===== src/rtl/sysid_poll_pkg.sv =====
// Shared types and constants for the sysid poll controller and its arbiter.
package sysid_poll_pkg;

   typedef enum logic [2:0] {
      IDLE,
      RD_ID,
      RD_TS,
      CMP,
      DONE
   } state_t;

   localparam logic ADDR_ID = 1'b0;
   localparam logic ADDR_TS = 1'b1;
   localparam int   LAT_W   = 3;

endpackage


===== src/rtl/sysid_rr_arb2.sv =====
// Two-way round-robin arbiter; the pointer moves past the last winner on each done strobe.
module sysid_rr_arb2 (
   input  logic       clock,
   input  logic       reset,
   input  logic [1:0] req,
   input  logic       take,
   input  logic       update,
   output logic [1:0] win
);

   logic prio;
   logic last;

   // A lone request always wins; on a tie the pointer picks the side not served last.
   always_comb begin
      win = req;
      if (req == 2'b11) begin
         win = prio ? 2'b10 : 2'b01;
      end
   end

   always_ff @(posedge clock) begin
      if (reset) begin
         prio <= 1'b0;
         last <= 1'b0;
      end else begin
         if (take) begin
            last <= win[1];
         end
         if (update) begin
            prio <= ~last;
         end
      end
   end

endmodule


===== src/rtl/sysid_poll_ctrl.sv =====
// Arbitrated two-word read sequencer for the sysid slave with build-value compare.
// Optional periodic auto-poll and sticky mismatch flag: define SYSID_POLL_PERIODIC_EN.
module sysid_poll_ctrl
   import sysid_poll_pkg::*;
#(
   parameter logic [31:0] EXP_ID      = 32'h0000_0000,
   parameter logic [31:0] EXP_TS      = 32'd1461104899,
   parameter int          READ_LAT    = 1,
   parameter int          POLL_PERIOD = 1000000
) (
   input  logic        clock,
   input  logic        reset,
   input  logic [1:0]  req,
   output logic [1:0]  gnt,
   output logic        busy,
   output logic        done,
   output logic        match,
   output logic [31:0] id_out,
   output logic [31:0] ts_out,
   output logic        mismatch_sticky,
   output logic        sysid_address,
   input  logic [31:0] sysid_readdata
);

   generate
      if (READ_LAT < 1 || READ_LAT > 7) begin : g_bad_lat
         $error("sysid_poll_ctrl: READ_LAT must be in 1..7");
      end
      if (POLL_PERIOD < 1) begin : g_bad_period
         $error("sysid_poll_ctrl: POLL_PERIOD must be at least 1");
      end
   endgenerate

   localparam logic [LAT_W-1:0] LAST_CNT = LAT_W'(READ_LAT - 1);

   state_t           state;
   state_t           state_nxt;
   logic [LAT_W-1:0] cnt;
   logic             lat_last;
   logic [1:0]       win;
   logic             take;
   logic             auto_run;
   logic             poll_go;

   assign lat_last = (cnt == LAST_CNT);

   sysid_rr_arb2 u_arb (
      .clock  (clock),
      .reset  (reset),
      .req    (req),
      .take   (take),
      .update ((state == DONE) && !auto_run),
      .win    (win)
   );

   always_ff @(posedge clock) begin
      if (reset) begin
         state <= IDLE;
      end else begin
         state <= state_nxt;
      end
   end

   // Requesters outrank a pending auto-poll; req is only looked at in IDLE.
   always_comb begin
      state_nxt     = state;
      take          = 1'b0;
      busy          = (state != IDLE);
      done          = (state == DONE);
      sysid_address = (state == RD_TS) ? ADDR_TS : ADDR_ID;
      case (state)
         IDLE: begin
            if (req != 2'b00) begin
               take      = 1'b1;
               state_nxt = RD_ID;
            end else if (poll_go) begin
               state_nxt = RD_ID;
            end
         end
         RD_ID:   if (lat_last) state_nxt = RD_TS;
         RD_TS:   if (lat_last) state_nxt = CMP;
         CMP:     state_nxt = DONE;
         DONE:    state_nxt = IDLE;
         default: state_nxt = IDLE;
      endcase
   end

   always_ff @(posedge clock) begin
      if (reset) begin
         cnt      <= '0;
         gnt      <= 2'b00;
         auto_run <= 1'b0;
         id_out   <= '0;
         ts_out   <= '0;
         match    <= 1'b0;
      end else begin
         if ((state == RD_ID || state == RD_TS) && !lat_last) begin
            cnt <= cnt + 1'b1;
         end else begin
            cnt <= '0;
         end
         if (state == IDLE && state_nxt == RD_ID) begin
            gnt      <= take ? win : 2'b00;
            auto_run <= !take;
         end else if (state == CMP) begin
            gnt <= 2'b00;
         end
         if (state == RD_ID && lat_last) begin
            id_out <= sysid_readdata;
         end
         if (state == RD_TS && lat_last) begin
            ts_out <= sysid_readdata;
         end
         if (state == CMP) begin
            match <= (id_out == EXP_ID) && (ts_out == EXP_TS);
         end
      end
   end

`ifdef SYSID_POLL_PERIODIC_EN
   logic [31:0] poll_cnt;
   logic        poll_pend;
   logic        sticky;

   // The pending flag is consumed only when IDLE actually launches the auto-poll.
   always_ff @(posedge clock) begin
      if (reset) begin
         poll_cnt  <= 32'(POLL_PERIOD - 1);
         poll_pend <= 1'b0;
         sticky    <= 1'b0;
      end else begin
         if (state == IDLE && req == 2'b00 && poll_pend) begin
            poll_pend <= 1'b0;
         end
         if (poll_cnt == 32'd0) begin
            poll_cnt  <= 32'(POLL_PERIOD - 1);
            poll_pend <= 1'b1;
         end else begin
            poll_cnt <= poll_cnt - 32'd1;
         end
         if (state == DONE && !match) begin
            sticky <= 1'b1;
         end
      end
   end

   assign poll_go         = poll_pend;
   assign mismatch_sticky = sticky;
`else
   assign poll_go         = 1'b0;
   assign mismatch_sticky = 1'b0;
`endif

endmodule


===== config.mk =====
export PLATFORM = sky130hd
export DESIGN_NAME = sysid_poll_ctrl
export DESIGN_NICKNAME = d
export VERILOG_FILES = /design/src/rtl/sysid_poll_pkg.sv /design/src/rtl/sysid_rr_arb2.sv /design/src/rtl/sysid_poll_ctrl.sv
export SDC_FILE = /design/constraint.sdc
export NUM_CORES = 1
export LEC_CHECK = 0
export ABC_AREA = 1
export BUFFER_PORTS_ARGS = -buffer_cell sky130_fd_sc_hd__buf_2
export CAP_MARGIN = 20
export CORE_ASPECT_RATIO = 0.8
export CORE_MARGIN = 8
export CORE_UTILIZATION = 53
export DETAILED_ROUTE_END_ITERATION = 12
export PLACE_DENSITY = 0.87
export REMOVE_ABC_BUFFERS = 1
export SLEW_MARGIN = 30
export SYNTH_ARGS = -nofsm -noshare
export SYNTH_HDL_FRONTEND = slang
export SYNTH_SLANG_ARGS = --single-unit

===== constraint.sdc =====
create_clock -name clock -period 2.6 [get_ports clock]
set_input_delay 0 -clock clock [delete_from_list [all_inputs] [get_ports clock]]
set_output_delay 0 -clock clock [all_outputs]
set_load 0.02 [all_outputs]

Word level (Yosys, flattened, before mapping)
Cells that the tools add are included.

Bitwise gates (word level): 2. Add/subtract/negate cells: 1. Eq/ne operators: 7. Muxes and demuxes: 12. Reductions and logical operators: 17.

Operators with widths (number): equality test 32 x 31 -> 1 bit (second input constant) (1); zero test 32 bit (1); one-hot mux 3 bit (4 select lines) (1); two-way mux 2 bit (5); two-way mux 3 bit (3); equality test 3 x 1 -> 1 bit (second input constant) (2); equality test 3 x 2 -> 1 bit (second input constant) (2); logical AND 1 bit (6); zero test 3 bit (2); nonzero test 2 bit (2); adder 3 x 1 -> 3 bit (second input constant) (1); equality test 3 bit (second input constant) (1); zero test 1 bit (3); two-way mux 1 bit (3); nonzero test 3 bit (1); equality test 2 bit (second input constant) (1); NOT 1 bit (2); OR reduction 2 bit (1); logical OR 1 bit (1).

Flip-flop bits (word level): 76. Logic and storage cells: 48. Output and inout port bits: 71. Input port bits: 36.

Logic depth before layout (Yosys ltp)
Word-level depth: 6. Gate-level depth with buffers: 10. Depth with buffers taken out: 9.

Hierarchy
From an unflattened synthesis, not the netlist that was laid out.

Cell total of the unflattened synthesis: 404. Area, all modules: 2967.8 µm².

Modules (own cells, without submodules): sysid_poll_ctrl (cells each 390, seq. area each 1481.4 µm², instances 1, area each 2875.3 µm²); sysid_rr_arb2 (cells each 14, seq. area each 40.0 µm², instances 1, area each 92.6 µm²).

Worst setup path after synthesis
Ideal clock, no wire load.

Path type: register to register. From: reg state[2]. To: reg u_arb.prio. Period minus slack after synthesis: 1.352 ns. Arrival: 1.233 ns. Data required time: 2.481 ns. Slack: 1.248 ns. Cell stages (with the launch flop): 6. Cells stage by stage: dfxtp_1 > inv_1 > nor3_1 > nand2_1 > o21ai_0 > a21oi_1.

Cells in the longest elaborated chain, start to end: 2.

Ends and longest elaborated chain: from (decl) (line sysid_poll_ctrl.sv:36) `state_t state;`; from (signal assigned) (line sysid_poll_ctrl.sv:60) `state <= state_nxt;`; equality test 3 bit; via done (line sysid_poll_ctrl.sv:16) `output logic done,`; logical AND 1 bit (line sysid_poll_ctrl.sv:52) `.update ((state == DONE) && !auto_run),`; to (signal assigned) (line sysid_rr_arb2.sv:31) `prio <= ~last;`; to (decl) (line sysid_rr_arb2.sv:11) `logic prio;`.

The timed path passes the listed nets, and every way through them passes these cells. A chain may end at the register's enable or synchronous reset.

Worst setup path in the final report
From: reg state[1]. To: reg u_arb.last.

Cells in the longest elaborated chain, start to end: 2.

Ends and longest elaborated chain: zero test 3 bit (line sysid_poll_ctrl.sv:71) `case (state)`; two-way mux 1 bit (line sysid_poll_ctrl.sv:71); to (signal assigned) (line sysid_rr_arb2.sv:28) `last <= win[1];`; to (decl) (line sysid_rr_arb2.sv:12) `logic last;`.

Every way passes these cells.

==> impl_metrics.ini <==
[outcome]
status = finished clean

[place]
io_buffers = 105
placed_cell_area_um2 = 3463
pre_cts_ws_ns = 0.9188
place.gp.congestion = 0.8340
post-dp-hpwl_um = 5598

[cts]
cts_htree_levels = 3
clk_path_buf_depth = 2
cts_root_buf = clkbuf_8
cts_tree = built
cts_resized = 0
numCtsBuffers = 9
clkSinkCount = 76
worstSkewPairLatency_ns = 0.35
clk_pin_slew_ns = 0.08

[synthesis]
yosys_warnings = 0
syn-instance-count = 400
synth_cell_types = 23
synth.most_common_cell = nor2_1
yosysTopAreaCell = dfxtp_1
synth-edff-count = 0
syn_avg_cell_area_um2 = 7.370
synth_top_area_share_pct = 51.61
synthArstFlopShare_pct = 0
ys.flop_type = dfxtp_1
ys_seq_elements = 76
syn_area_um2 = 2948
synth-seq-area-share_pct = 51.61
ys_top_cells_by_area = dfxtp_1 52%, nor2_1 19%, o21ai_0 8.8%
synthTopCellsByCount = 148 x nor2_1, 76 x dfxtp_1, 52 x o21ai_0, 26 x nand2_1, 21 x inv_1

[sta]
final.setup.tns_ns = 0
holdWs_ns = 0.03314
rsz0062_at_grt = false
max_slew_margin_pct = 54.79
finalHoldViolations = 0
layout_min_cycle_time_ns = 1.716
worst_clock_skew_ns = 0.008675
fmax_mhz = 582.8
tightest_slew_ns = 0.6775
fin_crit_sh_pct = 65.99
setup_viol = 0
finalMaxSlewViolations = 0
setup_ws_ns = 0.8843

[worst_hold_path]
hp-class = input port to flop
hp-start = req[0]

[cells_and_area]
utilization_pct = 74.58
layout-drive-gt1-share_pct = 24.35
num_antenna_cells = 0
n_fill_cell = 408
area_delta_synth_final_pct = 36.76
final_area_um2 = 4031
fin_nets = 571

[worst_setup_path]
crit_type = flop to flop
crit_chain = nor2_2 -> o211ai_1 -> inv_1 -> nand3_1 -> a21oi_1 -> dlygate4sd3_1
path_buf_inv = 2
cp_slowest_stage_delay_ns = 0.55
crit_slowest_cell = dlygate4sd3_1
crit_required_ns = 2.90
cp-end-kind = flop
critPathArrivalTime_ns = 2.01
critPathLaunch = state[1]
crit_path_max_fanout = 5
cp-start-kind = flop
r2r-start = state[1]
crit_family = buffers and inverters

[route]
drc = 0
wl_um = 8549
via_count = 3036
ant_nets = 0
drt_iter0_markers = 139
first_pass_iters = 4
wl_per_cell_um = 14.18
viasPerCell = 5.035

[global_routing]
grt_pass1_vias = 3155
antenna_found_initial = 0
global_route.usage.total_pct = 21.59
grt_pass1_wl_um = 14120
grt_overflow = 0
grt_max_degree = 41

[run]
max_cap_violations = 0

[power]
ir_drop_mv = 0.5260
power.density_nw_per_um2 = 813.5
power_leakage_nw = 2.014

[floorplanning]
row_count = 24
dieArea_um2 = 8219
die_h_um = 82.71
start_util_pct = 54.54
core_um2 = 5405
io_pins = 107
die_w_um = 99.38
-- metal layers --
layer	global-route usage (%)	wire [um]
met3	8.710	693
met2	37.99	4089
met5	0	0
met1	23.00	3612
met4	9.036	154
-- sequential cells by signal, indices dropped and copies added (netlist names) --
| signal | flops |
|---|---|
| state | 3 |
| gnt | 2 |
| ts_out | 32 |
| u_arb.last | 1 |
| id_out | 32 |
| match | 1 |
| auto_run | 1 |
| cnt | 3 |
| u_arb.prio | 1 |
-- area by class of cell --
type / instances / area, um^2 / share of cell area [%]
clock buffers: 12 / 145.1 / 3.600
clock inverters: 4 / 72.57 / 1.800
inverters: 25 / 93.84 / 2.328
multi-input cells: 278 / 1219 / 30.23
flip-flops and latches: 76 / 1521 / 37.74
well taps: 65 / 81.33 / 2.017
repair buffers: 143 / 898.4 / 22.28
-- placed cells by master (no fill, tap or decap) --
master         instances
a21oi_1               16
buf_2                105
buf_4                  3
bufinv_16              2
clkbuf_1               2
clkbuf_8              10
clkinv_2               1
clkinvlp_4             1
conb_1                 1
dfxtp_1               76
dlygate4sd3_1         35
ha_1                   2
inv_1                 21
inv_2                  4
nand2_1               26
nand2_2                1
nand3_1                5
nand3_2                1
nand4_1                2
nor2_1               148
nor2_2                 1
nor2_4                 2
nor3_1                 5
o211ai_1               2
o21ai_0               52
o21ai_1               13
xnor2_1                1
-- through the flow --
| stage | cells | total power, W |
|---|---|---|
| after global placement | 552 | 0.002248 |
| after global routing | 603 | 0.003455 |
| after CTS | 603 | 0.003295 |
| final | 603 | 0.003280 |
| after floorplan | 379 | 0.001954 |
| after detailed placement | 552 | 0.002274 |
-- what timing repair did --
| action | 4_1_cts | 5_1_grt |
|---|---|---|
| endpoints found under the hold margin | 72 | 0 |
| hold buffers | 35 | 0 |
| buffers inserted | 0 | 0 |
-- final timing paths --
path,slack [ns],depth (start not counted),endpoint
max reg2reg,0.88,6,u_arb.last
max,0.88,6,u_arb.last
min,0.03,4,gnt[1]
min reg2reg,0.45,2,auto_run
-- report_power, final --
group          internal (W)  switching, W
clock              0.000566      0.000415
combinational      0.000291      0.000570
sequential          0.00132      0.000114
-- cells by family after synthesis --
family | synth area share, %
other | 0.1272
flip-flops | 51.61
XOR/XNOR | 0.2972
adder cells (fa/ha/maj) | 0.8488
buffers and inverters | 7.046
AO/OA/AOI/OAI | 14.26
AND/OR/NAND/NOR | 25.81
-- worst register-to-register path: stages (launching register included) --
cell,delay [ns]
dfxtp_1,0.35
nor2_2,0.16
o211ai_1,0.21
inv_1,0.16
nand3_1,0.11
a21oi_1,0.14
dlygate4sd3_1,0.55
Power figures use the tool's default switching activity.
